--- src/rtl/fetch_unit_pkg.sv ---
// Shared core definitions for the instruction fetch stage: widths, reset PC
// and the (pc, instr) payload carried through the fetch buffer.
package fetch_unit_pkg;

  localparam int unsigned XLEN            = 32;
  localparam logic [XLEN-1:0] RESET_PC    = '0;
  localparam int unsigned FETCH_BUF_DEPTH = 2;

  typedef struct packed {
    logic [XLEN-1:0] pc;
    logic [XLEN-1:0] instr;
  } fetch_entry_t;

endpackage

--- src/rtl/fetch_buf.sv ---
// Two-entry FIFO of fetched (pc, instr) pairs. Overflow is prevented
// upstream by fetch credit, so there is no full-side backpressure.
module fetch_buf
  import fetch_unit_pkg::*;
(
  input  logic         clk,
  input  logic         rst_n,
  input  logic         push_i,
  input  fetch_entry_t push_data_i,
  input  logic         pop_i,
  input  logic         flush_i,
  output logic         valid_o,
  output fetch_entry_t head_o,
  output logic [1:0]   count_o
);

  fetch_entry_t mem_q [2];
  fetch_entry_t mem_d [2];
  logic         rd_q, rd_d;
  logic         wr_q, wr_d;
  logic [1:0]   count_q, count_d;
  logic         push_c, pop_c;

  // Flush wins over push/pop; a pop on an empty buffer is ignored.
  always_comb begin
    push_c  = push_i & ~flush_i;
    pop_c   = pop_i & (count_q != 2'd0);
    mem_d   = mem_q;
    rd_d    = rd_q;
    wr_d    = wr_q;
    count_d = count_q;
    if (flush_i) begin
      rd_d    = 1'b0;
      wr_d    = 1'b0;
      count_d = 2'd0;
    end else begin
      if (push_c) begin
        mem_d[wr_q] = push_data_i;
        wr_d        = ~wr_q;
      end
      if (pop_c) begin
        rd_d = ~rd_q;
      end
      count_d = count_q + 2'(push_c) - 2'(pop_c);
    end
  end

  always_ff @(posedge clk or negedge rst_n) begin
    if (!rst_n) begin
      mem_q   <= '{default: '0};
      rd_q    <= 1'b0;
      wr_q    <= 1'b0;
      count_q <= 2'd0;
    end else begin
      mem_q   <= mem_d;
      rd_q    <= rd_d;
      wr_q    <= wr_d;
      count_q <= count_d;
    end
  end

  assign valid_o = (count_q != 2'd0);
  assign head_o  = mem_q[rd_q];
  assign count_o = count_q;

  a_no_push_when_full: assert property (@(posedge clk) disable iff (!rst_n)
    !(push_i && !flush_i && count_q == 2'd2));

endmodule

--- src/rtl/fetch_unit.sv ---
// Instruction fetch stage: owns the PC, issues one iram read per cycle while
// buffer credit allows, and hands (pc, instr) pairs to decode.
module fetch_unit
  import fetch_unit_pkg::fetch_entry_t;
#(
  parameter int unsigned     XLEN      = fetch_unit_pkg::XLEN,
  parameter logic [XLEN-1:0] RESET_PC  = fetch_unit_pkg::RESET_PC,
  parameter int unsigned     BUF_DEPTH = fetch_unit_pkg::FETCH_BUF_DEPTH
) (
  input  logic            clk,
  input  logic            rst,
  output logic [XLEN-1:0] iram_addr,
  output logic            iram_en,
  input  logic [XLEN-1:0] iram_rdata,
  input  logic            redirect_valid,
  input  logic [XLEN-1:0] redirect_pc,
  output logic            if_valid,
  input  logic            if_ready,
  output logic [XLEN-1:0] if_pc,
  output logic [XLEN-1:0] if_instr
);

  logic [XLEN-1:0] pc_q, pc_d;
  logic [XLEN-1:0] inflight_pc_q, inflight_pc_d;
  logic            inflight_q, inflight_d;

  logic [XLEN-1:0] fetch_pc_c;
  logic [2:0]      occ_c;
  logic            pop_c, push_c, issue_c;
  logic [1:0]      buf_count;
  fetch_entry_t    push_entry;
  fetch_entry_t    head;

  // Credit counts buffered plus in-flight words; a redirect always issues
  // because it flushes the buffer and kills the in-flight response.
  always_comb begin
    pop_c         = if_valid & if_ready;
    push_c        = inflight_q & ~redirect_valid;
    occ_c         = 3'(buf_count) + 3'(inflight_q) - 3'(pop_c);
    fetch_pc_c    = redirect_valid ? (redirect_pc & ~XLEN'(3)) : pc_q;
    issue_c       = redirect_valid | (occ_c < 3'(BUF_DEPTH));
    pc_d          = pc_q;
    inflight_d    = 1'b0;
    inflight_pc_d = inflight_pc_q;
    if (issue_c) begin
      pc_d          = fetch_pc_c + XLEN'(4);
      inflight_d    = 1'b1;
      inflight_pc_d = fetch_pc_c;
    end
    iram_en   = rst & issue_c;
    iram_addr = rst ? (fetch_pc_c >> 2) : '0;
  end

  always_ff @(posedge clk or negedge rst) begin
    if (!rst) begin
      pc_q          <= RESET_PC;
      inflight_q    <= 1'b0;
      inflight_pc_q <= '0;
    end else begin
      pc_q          <= pc_d;
      inflight_q    <= inflight_d;
      inflight_pc_q <= inflight_pc_d;
    end
  end

  assign push_entry = '{pc: inflight_pc_q, instr: iram_rdata};

  fetch_buf u_fetch_buf (
    .clk         (clk),
    .rst_n       (rst),
    .push_i      (push_c),
    .push_data_i (push_entry),
    .pop_i       (pop_c),
    .flush_i     (redirect_valid),
    .valid_o     (if_valid),
    .head_o      (head),
    .count_o     (buf_count)
  );

  assign if_pc    = head.pc;
  assign if_instr = head.instr;

endmodule

--- config.mk ---
export PLATFORM = sky130hd
export DESIGN_NAME = fetch_unit
export DESIGN_NICKNAME = d
export VERILOG_FILES = /design/src/rtl/fetch_unit_pkg.sv /design/src/rtl/fetch_buf.sv /design/src/rtl/fetch_unit.sv
export SDC_FILE = /design/constraint.sdc
export NUM_CORES = 1
export LEC_CHECK = 0
export CORE_MARGIN = 2
export CORE_UTILIZATION = 49
export CTS_CLUSTER_DIAMETER = 80
export CTS_CLUSTER_SIZE = 14
export DETAILED_ROUTE_END_ITERATION = 7
export MAX_ROUTING_LAYER = met4
export PLACE_DENSITY = 0.79
export SLEW_MARGIN = 20
export SYNTH_ARGS = -nofsm -noshare
export SYNTH_HDL_FRONTEND = slang
export SYNTH_SLANG_ARGS = --single-unit
--- constraint.sdc ---
create_clock -name clk -period 2.6 [get_ports clk]
set_input_delay 0.39 -clock clk [delete_from_list [all_inputs] [get_ports clk]]
set_output_delay 0.39 -clock clk [all_outputs]
set_load 0.01 [all_outputs]
Word level (Yosys, flattened, before mapping)
Index checks and enable logic that the tools add are counted.

cells by class
  reductions and logical operators = 5
  $add $sub $neg = 5
  bitwise operators = 11
  order comparisons = 4
  muxes and demuxes = 14

operators with widths
  cell                                                count
  two-way mux 64 bit                                  4
  bitwise mux 128 bit                                 1
  demux 64 bit (select 1 bit)                         1
  adder 32 x 3 -> 32 bit, second input constant       1
  two-way mux 32 bit                                  1
  two-way mux 30 bit                                  1
  nonzero test 2 bit                                  3
  AND 1 bit                                           5
  two-way mux 1 bit                                   5
  >= comparator 2 bit, second input constant          2
  NOT 1 -> 2 bit                                      2
  adder 2 x 1 -> 3 bit                                1
  < comparator 3 x 2 -> 1 bit, second input constant  1
  NOT 1 bit                                           3
  subtractor 3 x 1 -> 3 bit                           1
  adder 2 x 1 -> 2 bit                                1
  < comparator 2 x 1 -> 1 bit, second input constant  1
  two-way mux 2 bit                                   1
  AND reduction 2 bit                                 1
  subtractor 2 x 1 -> 2 bit                           1
  logical AND 1 bit                                   1
  bitwise OR 1 bit                                    1

word-level totals
  bits of input ports = 68
  word-level logic and storage cells = 49
  register bits after elaboration = 197

Logic depth before layout (Yosys ltp)
Gate-level depths: netlist (run 1).

  depth in word-level cells = 6
  depth in mapped cells = 15

Modules after synthesis
Synthesis (run 1) repeated with hierarchy kept, for this count alone.

second synthesis, totals
  cell total of the unflattened synthesis = 834
  area total of the unflattened synthesis = 10,249.8 um2

modules (own cells, without submodules)
  module      instances  sequential area each (um2)  cells an instance  area an instance (um2)
  fetch_buf   1          3,303.2                     362                6,082.1
  fetch_unit  1          1,526.5                     472                4,167.7

Worst setup path before layout (run 1)
Ideal clock, no wire load.

  path type = flip-flop to output port
  from = reg u_fetch_buf.count_q[1] (netlist: u_fetch_buf.count_o[1])
  to = out iram_en
  buffers on the path = 1
  setup slack = -0.360 ns
  stages on the path, launching flop included = 14
  arrival time = 2.570 ns
  path through = dfrtp_1 > inv_1 > nand2_1 > and2_1 > ha_1 > inv_1 > nand2_1 > fa_1 > xnor2_1 > and2_1 > clkbuf_1 > nor2_1 > inv_1 > and2_1

on the way
  word-level cells in the longest chain between the ends = 6
  elaborated cells on any way between the ends = 7

RTL lines
  item                         line              text
  start, declared              fetch_buf.sv:21   logic [1:0] count_q, count_d;
  start signal, assigned       fetch_buf.sv:58   count_q <= count_d;
  nonzero test 2 bit           fetch_buf.sv:62   assign valid_o = (count_q != 2'd0);
  named net if_valid           fetch_unit.sv:17  output logic if_valid,
  AND 1 bit                    fetch_unit.sv:37  pop_c = if_valid & if_ready;
  subtractor 3 x 1 -> 3 bit    fetch_unit.sv:39  occ_c = 3'(buf_count) + 3'(inflight_q) - 3'(pop_c);
  < comparator 3 x 2 -> 1 bit  fetch_unit.sv:41  issue_c = redirect_valid | (occ_c < 3'(BUF_DEPTH));
  bitwise OR 1 bit             fetch_unit.sv:41
  AND 1 bit                    fetch_unit.sv:50  iram_en = rst & issue_c;
  end, declared                fetch_unit.sv:13  output logic iram_en,

The timed path passes the listed nets, and every way through them passes these cells.

Final worst setup path (run 1)
  from = reg u_fetch_buf.count_q[1] (netlist: u_fetch_buf.count_o[1])
  to = out iram_en

on the way
  word-level cells in the longest chain between the ends = 6
  elaborated cells on any way between the ends = 7

RTL lines
  item                                                          line
  branches (longest 2 deep; another with adder 2 x 1 -> 3 bit)  n/a
  subtractor 3 x 1 -> 3 bit (*)                                 fetch_unit.sv:39
  < comparator 3 x 2 -> 1 bit (*)                               fetch_unit.sv:41
  bitwise OR 1 bit (*)                                          fetch_unit.sv:41
  AND 1 bit (*)                                                 fetch_unit.sv:50

Mark *: on every way between the ends.

==> results of run 1 <==
cell usage in the layout (no fill, tap or decap), drive strengths merged, types with 5 or more instances in the layout:
| cell type | instances |
|---|---|
| o21ai | 36 |
| nor3 | 8 |
| a21boi | 22 |
| dfrtp | 189 |
| mux2 | 190 |
| xnor2 | 26 |
| inv | 15 |
| and2 | 10 |
| nand3 | 26 |
| nor2 | 31 |
| nand2 | 59 |
| nand2b | 19 |
| mux2i | 45 |
| dlygate4sd3 | 5 |
| xor2 | 30 |
| nand4 | 14 |
| nand3b | 8 |
| buf | 65 |
| a21oi | 14 |
| clkbuf | 20 |
| nor2b | 9 |
| clkdlybuf4s50 | 156 |
registers in the layout (all words and copies together) (netlist names):
| signal | count |
|---|---|
| u_fetch_buf.mem_q | 124 |
| inflight_pc_q | 30 |
| inflight_q | 1 |
| u_fetch_buf.wr_q | 1 |
| u_fetch_buf.rd_q | 1 |
| pc_q | 30 |
| u_fetch_buf.count_o | 2 |
path summary, 6_finish.rpt:
check                      slack (ps)              startpoint  cells after the start                endpoint
setup / recovery                 -240  u_fetch_buf.count_o[1]                     12                 iram_en
max in group asynchronous        1180                     rst                      3                 pc_q[8]
hold reg to reg                   500   u_fetch_buf.mem_q[40]                      1   u_fetch_buf.mem_q[40]
hold / removal                     10                     rst                      2  u_fetch_buf.mem_q[103]
min in group clk                  410          redirect_valid                      2                 pc_q[7]
setup reg to reg                  -40  u_fetch_buf.count_o[1]                     14                pc_q[20]
power groups by stage:
stage | sequential, W | combinational (W) | clock [W]
after detailed placement | 0.00515 | 0.00678 | 0
after global routing | 0.00528 | 0.00740 | 0.00272
after global placement | 0.00504 | 0.00664 | 0
final | 0.00510 | 0.00687 | 0.00255
after floorplan | 0.00486 | 0.00415 | 0
after CTS | 0.00510 | 0.00691 | 0.00260
synthesized netlist by cell type (all sizes together):
master,number
a222oi,1
inv,9
ha,4
a21o,1
nor4b,1
and2,10
nand4,14
nand4b,4
a21oi,14
nor2b,9
conb,1
a211oi,2
nor3b,2
mux2i,45
nor3,8
and4,3
dfrtp,189
nand3b,8
o21a,1
fa,1
buf,28
clkbuf,26
xnor2,26
nand3,26
or2b,2
nor2,31
a21boi,22
a221oi,1
nand2,59
a22oi,4
o2111ai,1
a31oi,1
nor4,3
mux2,190
o21ai,36
o22ai,2
o211ai,2
xor2,30
nand2b,19
stage by stage:
step	total power, W	area [µm²]	std cells	hold WS (ps)	TNS (ps)
detailed placement	0.0119	12100	1268	261	-16370
global placement	0.0117	12100	1268	260	-13850
floorplan	0.00901	9870	839	94.4	-48.7
CTS	0.0146	12700	1308	2.95	-301
global route	0.0154	12800	1309	14.7	-2290
finish	0.0145	12800	1309	11.9	-334
layer usage:
metal	up-vias	routed length, µm	part of all wire	track usage
met4	0	516	0.022	0.0740
met1	3540	10200	0.43	0.292
met2	223	11800	0.50	0.391
met5	-	0	0	-
li1	3325	-	-	-
met3	35	1160	0.049	0.0480
logic make-up (layout without fill, tap and decap cells):
logic type,after synthesis,after routing,synth area share
buffers and inverters,63,268,0.0307
adder cells (fa/ha/maj),5,5,0.00713
XOR/XNOR,56,56,0.0499
AO/OA/AOI/OAI,88,88,0.0586
multiplexers,235,235,0.264
flip-flops,189,189,0.481
AND/OR/NAND/NOR,199,199,0.108
other,1,4,0.000382
what timing repair did:
action / CTS / global route
setup buffers: 3 / 1
hold buffers: 5 / 0
endpoints found under the hold margin: 7 / 0
pin swaps: 3 / 1
resized for setup: 11 / 7
setup endpoints to repair: 20 / 42
area by class of cell:
| cell class | count | area, µm² |
|---|---|---|
| Clock buffer | 19 | 443 |
| Clock inverter | 13 | 128 |
| Fill cell | 1542 | 6800 |
| Inverter | 9 | 33.8 |
| Multi-Input combinational cell | 587 | 4900 |
| Sequential cell | 189 | 4730 |
| Tap cell | 265 | 332 |
| Timing Repair Buffer | 227 | 2220 |
==> run_summary.xml, run 1 <==
<?xml version="1.0" encoding="UTF-8"?>
<metrics>
  <group name="worst_setup_path">
    <metric name="path_buf_inv" unit="">4</metric>
    <metric name="cp-end-kind" unit="">primary output</metric>
    <metric name="criticalPathCategory" unit="">reg2out</metric>
    <metric name="arrival_time_at_the_worst_endpoint" unit="ps">2450</metric>
    <metric name="path_max_fanout" unit="">2</metric>
    <metric name="crit_path_top_delay_cell" unit="">sky130_fd_sc_hd__fa_2</metric>
    <metric name="cp.required" unit="ps">2210</metric>
    <metric name="worstSetupStartpointType" unit="">flop</metric>
    <metric name="max_stage_delay" unit="ps">440</metric>
    <metric name="critical-path-top-delay-family" unit="">adder cells</metric>
    <metric name="cp_cell_sequence" unit="">inv_2 -&gt; nand2_2 -&gt; and2_4 -&gt; ha_4 -&gt; inv_2 -&gt; nand2_2 -&gt; fa_2 -&gt; and2_4 -&gt; nor2_4 -&gt; inv_2 -&gt; and2_4 -&gt; buf_6</metric>
  </group>
  <group name="drt">
    <metric name="via_count" unit="">7123</metric>
    <metric name="drt_iter0_markers" unit="">382</metric>
    <metric name="detail_route.vias_per_cell" unit="">5.44</metric>
    <metric name="post_detailed_route_wirelength_per_cell" unit="µm">18.1</metric>
    <metric name="drt_drc_violations_left" unit="">0</metric>
    <metric name="drt_pre_antenna_iters" unit="">5</metric>
    <metric name="drt.antenna.violating_nets" unit="">0</metric>
    <metric name="detail_route.wirelength" unit="µm">23700</metric>
  </group>
  <group name="finish">
    <metric name="utilization" unit="">0.653</metric>
    <metric name="num-nets-final" unit="">1104</metric>
    <metric name="final_layout_size_suffix_gt1_frac" unit="">0.305</metric>
    <metric name="area.growth.synth_to_final" unit="%">30.2</metric>
    <metric name="antennaDiodeCount" unit="">0</metric>
  </group>
  <group name="floorplan">
    <metric name="die_area" unit="µm²">21200</metric>
    <metric name="ioPinCount" unit="">166</metric>
    <metric name="core_area" unit="µm²">19600</metric>
    <metric name="die_w" unit="µm">146</metric>
    <metric name="start_util" unit="">0.502</metric>
    <metric name="die-height" unit="µm">146</metric>
    <metric name="std_cell_rows" unit="">51</metric>
  </group>
  <group name="yosys">
    <metric name="yosysWarningCount" unit="">0</metric>
    <metric name="synthDominantCellAreaShare" unit="">0.481</metric>
    <metric name="post_synthesis_cell_area" unit="µm²">9820</metric>
    <metric name="ys_seq_area_frac" unit="">0.481</metric>
    <metric name="syn_inst" unit="">836</metric>
    <metric name="ys_types" unit="">49</metric>
    <metric name="synth_area_per_cell" unit="µm²">11.8</metric>
    <metric name="synth-seq-cells" unit="">189</metric>
    <metric name="synthTopCellsByArea" unit="">sky130_fd_sc_hd__dfrtp_1, sky130_fd_sc_hd__mux2_2, sky130_fd_sc_hd__mux2i_1</metric>
    <metric name="synth.largest_area_cell" unit="">sky130_fd_sc_hd__dfrtp_1</metric>
  </group>
  <group name="clocking">
    <metric name="clk_path_buf_depth" unit="">2</metric>
    <metric name="worst_skew_pair.late_latency" unit="ps">430</metric>
    <metric name="cts-buffers-inserted" unit="">17</metric>
    <metric name="numClockSinks" unit="">189</metric>
    <metric name="ctsRootBufferMaster" unit="">sky130_fd_sc_hd__clkbuf_16</metric>
    <metric name="cts-htree-levels" unit="">4</metric>
    <metric name="cts.reportedPaths.clkPinSlew" unit="ps">70</metric>
    <metric name="clock_tree_from_tritoncts" unit="">built</metric>
  </group>
  <group name="sta">
    <metric name="finalCritPeriodShare" unit="">1.09</metric>
    <metric name="timing_worst_slew_pin_value" unit="ps">907</metric>
    <metric name="slew_headroom" unit="">0.394</metric>
    <metric name="drv_slew" unit="">0</metric>
    <metric name="grt_setup_unrepaired" unit="">yes</metric>
    <metric name="report.final.setup_viol" unit="">5</metric>
    <metric name="fin_worst_skew" unit="ps">12.8</metric>
    <metric name="max_freq" unit="MHz">352</metric>
    <metric name="timing.final.crit_period" unit="ps">2840</metric>
    <metric name="layout_setup_ws" unit="ps">-241</metric>
    <metric name="hold_violations" unit="">0</metric>
  </group>
  <group name="job">
    <metric name="maxCapViolCount" unit="">0</metric>
  </group>
  <group name="placement">
    <metric name="gp_routability_congestion" unit="">0.851</metric>
    <metric name="io_buffers" unit="">159</metric>
    <metric name="hpwl" unit="µm">16400</metric>
    <metric name="place_worst_setup_slack" unit="ps">-699</metric>
  </group>
  <group name="power_and_ir_drop">
    <metric name="p_clk_frac" unit="">0.176</metric>
    <metric name="power_per_cell_area" unit="nW/µm²">1140</metric>
    <metric name="seq_power_share" unit="">0.351</metric>
    <metric name="combPwrFrac" unit="">0.473</metric>
    <metric name="net_load_switching_power" unit="W">0.00486</metric>
    <metric name="static_power_due_to_leakage" unit="nW">5.32</metric>
    <metric name="proportion_of_total_power_due_to_net_switching" unit="">0.335</metric>
    <metric name="max-vdd-ir-drop" unit="mV">0.570</metric>
    <metric name="internal_power" unit="W">0.00966</metric>
  </group>
  <group name="global_route">
    <metric name="grt_use_total" unit="">0.236</metric>
    <metric name="grt_pass1_wl" unit="µm">38700</metric>
    <metric name="maximum_number_of_pins_on_one_net_before_global_route_repair" unit="">71</metric>
    <metric name="grt_remaining_overflow" unit="">0</metric>
    <metric name="number_of_antenna_violations_at_the_first_check_in_global_routing" unit="">0</metric>
    <metric name="first_global_vias" unit="">7456</metric>
  </group>
  <group name="min_path">
    <metric name="min_path_type" unit="">in2async</metric>
  </group>
  <group name="status">
    <metric name="violations" unit="">setup timing</metric>
    <metric name="run_status" unit="">complete, but fails checks</metric>
  </group>
</metrics>
Note: power is estimated with default switching activity, not from simulation.
==> inputs of run 2 (changes only) <==
--- a/config.mk
+++ b/config.mk
@@ -6,12 +6,14 @@
 export NUM_CORES = 1
 export LEC_CHECK = 0
 export CORE_MARGIN = 2
-export CORE_UTILIZATION = 49
+export CORE_UTILIZATION = 50
+export CTS_BUF_LIST = sky130_fd_sc_hd__clkbuf_4 sky130_fd_sc_hd__clkbuf_8
 export CTS_CLUSTER_DIAMETER = 80
 export CTS_CLUSTER_SIZE = 14
 export DETAILED_ROUTE_END_ITERATION = 7
+export GPL_TIMING_DRIVEN = 0
 export MAX_ROUTING_LAYER = met4
-export PLACE_DENSITY = 0.79
+export PLACE_DENSITY = 0.8
 export SLEW_MARGIN = 20
 export SYNTH_ARGS = -nofsm -noshare
 export SYNTH_HDL_FRONTEND = slang
==> run 2 against run 1 <==
Effect of this change:
- the run ends with hold timing, setup timing left
- final cell count decreased by 0.61%
- global-route usage up 0.87 points
- count of clock-buffer cells in the layout decreased by 1
- combinational power shrank 0.9%
- wire length is 3.0% higher
- register-to-register slack improved by 110 ps
- sequential power is essentially flat
- first-iteration DRC count increased by 24%
- utilization down 0.95 points
- flip-flop and latch count is the same
- clock skew grew 6.5 ps
- power is 3.7% lower
- highest routed layer unchanged
==> run_summary.xml, run 2 (synthesis gave the netlist of run 1 again) <==
<?xml version="1.0" encoding="UTF-8"?>
<metrics>
  <group name="status">
    <metric name="run_status" unit="">complete, but fails checks</metric>
    <metric name="violations" unit="">hold timing, setup timing</metric>
  </group>
  <group name="clocking">
    <metric name="clock_tree_from_tritoncts" unit="">built</metric>
    <metric name="cts-buffers-inserted" unit="">17</metric>
    <metric name="cts-htree-levels" unit="">4</metric>
    <metric name="numClockSinks" unit="">189</metric>
    <metric name="worst_skew_pair.late_latency" unit="ps">480</metric>
    <metric name="clk_path_buf_depth" unit="">2</metric>
    <metric name="ctsRootBufferMaster" unit="">sky130_fd_sc_hd__clkbuf_8</metric>
    <metric name="cts.reportedPaths.clkPinSlew" unit="ps">110</metric>
  </group>
  <group name="sta">
    <metric name="max_freq" unit="MHz">335</metric>
    <metric name="report.final.setup_viol" unit="">1</metric>
    <metric name="drv_slew" unit="">0</metric>
    <metric name="timing.final.crit_period" unit="ps">2980</metric>
    <metric name="finalCritPeriodShare" unit="">1.15</metric>
    <metric name="finalHoldWorstSlack" unit="ps">-217</metric>
    <metric name="grt_setup_unrepaired" unit="">yes</metric>
    <metric name="slew_headroom" unit="">0.521</metric>
    <metric name="layout_setup_ws" unit="ps">-383</metric>
    <metric name="timing_worst_slew_pin_value" unit="ps">719</metric>
    <metric name="hold_violations" unit="">92</metric>
    <metric name="fin_worst_skew" unit="ps">19.3</metric>
  </group>
  <group name="finish">
    <metric name="utilization" unit="">0.643</metric>
    <metric name="registers.top_by_ff_count" unit="">u_fetch_buf.mem_q</metric>
    <metric name="finalNonFillerCells" unit="">1301</metric>
    <metric name="layout_common_cells" unit="">sky130_fd_sc_hd__mux2_2, sky130_fd_sc_hd__dfrtp_1, sky130_fd_sc_hd__clkdlybuf4s50_1</metric>
    <metric name="largestRegisters" unit="">u_fetch_buf.mem_q (124), inflight_pc_q (30), pc_q (30)</metric>
    <metric name="flip_flop_count_of_the_largest_register_all_copies_and_words_added" unit="">124</metric>
    <metric name="mostFrequentLayoutCell" unit="">sky130_fd_sc_hd__mux2_2</metric>
    <metric name="area.growth.synth_to_final" unit="%">27.0</metric>
    <metric name="num-nets-final" unit="">1097</metric>
    <metric name="antennaDiodeCount" unit="">0</metric>
    <metric name="final_layout_size_suffix_gt1_frac" unit="">0.291</metric>
  </group>
  <group name="worst_setup_path">
    <metric name="arrival_time_at_the_worst_endpoint" unit="ps">2590</metric>
    <metric name="cp-end-kind" unit="">primary output</metric>
    <metric name="cp.required" unit="ps">2210</metric>
    <metric name="worstSetupStartpointType" unit="">flop</metric>
    <metric name="criticalPathCategory" unit="">reg2out</metric>
    <metric name="path_max_fanout" unit="">2</metric>
  </group>
  <group name="floorplan">
    <metric name="die_w" unit="µm">144</metric>
    <metric name="core_area" unit="µm²">19400</metric>
    <metric name="die-height" unit="µm">144</metric>
    <metric name="std_cell_rows" unit="">51</metric>
    <metric name="start_util" unit="">0.506</metric>
    <metric name="die_area" unit="µm²">20800</metric>
    <metric name="ioPinCount" unit="">166</metric>
  </group>
  <group name="power_and_ir_drop">
    <metric name="max-vdd-ir-drop" unit="mV">0.667</metric>
    <metric name="seq_power_share" unit="">0.363</metric>
    <metric name="power_per_cell_area" unit="nW/µm²">1120</metric>
    <metric name="proportion_of_total_power_due_to_net_switching" unit="">0.345</metric>
    <metric name="static_power_due_to_leakage" unit="nW">5.33</metric>
    <metric name="post_route_total_power" unit="W">0.0140</metric>
    <metric name="combPwrFrac" unit="">0.487</metric>
    <metric name="p_clk_frac" unit="">0.149</metric>
    <metric name="internal_power" unit="W">0.00916</metric>
    <metric name="net_load_switching_power" unit="W">0.00482</metric>
  </group>
  <group name="placement">
    <metric name="io_buffers" unit="">158</metric>
    <metric name="hpwl" unit="µm">17000</metric>
    <metric name="dp.cells" unit="">1263</metric>
    <metric name="gp_routability_congestion" unit="">0.913</metric>
  </group>
  <group name="global_route">
    <metric name="grt_pass1_wl" unit="µm">38000</metric>
    <metric name="first_global_vias" unit="">7228</metric>
    <metric name="maximum_number_of_pins_on_one_net_before_global_route_repair" unit="">98</metric>
    <metric name="grt_use_total" unit="">0.245</metric>
    <metric name="number_of_antenna_violations_at_the_first_check_in_global_routing" unit="">0</metric>
    <metric name="grt_remaining_overflow" unit="">0</metric>
  </group>
  <group name="drt">
    <metric name="via_count" unit="">7188</metric>
    <metric name="drt_pre_antenna_iters" unit="">7</metric>
    <metric name="post_detailed_route_wirelength_per_cell" unit="µm">18.7</metric>
    <metric name="drt_iter0_markers" unit="">473</metric>
    <metric name="detail_route.vias_per_cell" unit="">5.52</metric>
    <metric name="drt.antenna.violating_nets" unit="">0</metric>
    <metric name="drt_drc_violations_left" unit="">0</metric>
    <metric name="detail_route.wirelength" unit="µm">24400</metric>
  </group>
  <group name="min_path">
    <metric name="min_path_type" unit="">in2async</metric>
  </group>
  <group name="job">
    <metric name="maxCapViolCount" unit="">0</metric>
  </group>
</metrics>
[run 2: path summary, 6_finish.rpt]
path	endpoint	cells past startpoint	start	slack, ps
min reg2reg	u_fetch_buf.mem_q[3]	1	u_fetch_buf.mem_q[3]	510
min in group clk	u_fetch_buf.mem_q[3]	1	u_fetch_buf.mem_q[3]	510
max in group asynchronous	u_fetch_buf.mem_q[116]	2	rst	1960
min	u_fetch_buf.mem_q[90]	1	rst	-220
max	iram_en	12	u_fetch_buf.count_o[1]	-380
max reg2reg	pc_q[9]	12	u_fetch_buf.count_o[1]	70
[run 2: what timing repair did]
| item | CTS | global route |
|---|---|---|
| endpoints found under the hold margin | 92 | 92 |
| endpoints found under the setup margin | 139 | 88 |
| setup buffers | 9 | 3 |
| pin swaps | 5 | 3 |
| gates resized for setup | 53 | 34 |
[run 2: critical path, cell delays in order (launching register included)]
cell                      delay [ps]
sky130_fd_sc_hd__dfrtp_1         410
sky130_fd_sc_hd__inv_2            70
sky130_fd_sc_hd__nand2_2          50
sky130_fd_sc_hd__and2_4          150
sky130_fd_sc_hd__ha_4            260
sky130_fd_sc_hd__inv_2            30
sky130_fd_sc_hd__nand2_2          60
sky130_fd_sc_hd__fa_2            430
sky130_fd_sc_hd__and2_4          190
sky130_fd_sc_hd__nor2_4          170
sky130_fd_sc_hd__inv_4            40
sky130_fd_sc_hd__and2_4          150
sky130_fd_sc_hd__buf_6           110
[run 2: cell type report]
class | count | area [µm²]
fill | 1592 | 6920
clock inverter | 13 | 176
timing repair buffer | 171 | 1750
multi-input combinational | 587 | 4880
clock buffer | 18 | 241
tap | 265 | 332
sequential | 189 | 4730
buffer | 49 | 339
inverter | 9 | 36.3
[run 2: stage by stage]
step | area (µm²) | worst slack, ps | hold WS [ps] | TNS [ps]
global placement | 11800 | -6820 | 481 | -1507240
detailed placement | 11800 | -941 | 469 | -39330
finish | 12500 | -383 | -217 | -383
global route | 12500 | -473 | -195 | -670
floorplan | 9870 | -48.7 | 94.4 | -48.7
CTS | 12400 | -419 | -145 | -422
[run 2: per-layer routing]
| metal | up-vias | GRT usage | wire length (µm) |
|---|---|---|---|
| met4 | 0 | 0.0823 | 571 |
| met3 | 41 | 0.0447 | 1590 |
| met1 | 3564 | 0.320 | 10500 |
| li1 | 3316 | - | - |
| met2 | 267 | 0.388 | 11700 |
| met5 | - | - | 0 |
[run 2: power by group through the flow]
stage	logic (W)	clock network [W]	registers (W)
6_report	0.00681	0.00209	0.00508
5_1_grt	0.00734	0.00225	0.00526
4_1_cts	0.00677	0.00213	0.00508
3_5_place_dp	0.00655	0	0.00512
3_3_place_gp	0.00643	0	0.00505
2_1_floorplan	0.00415	0	0.00486
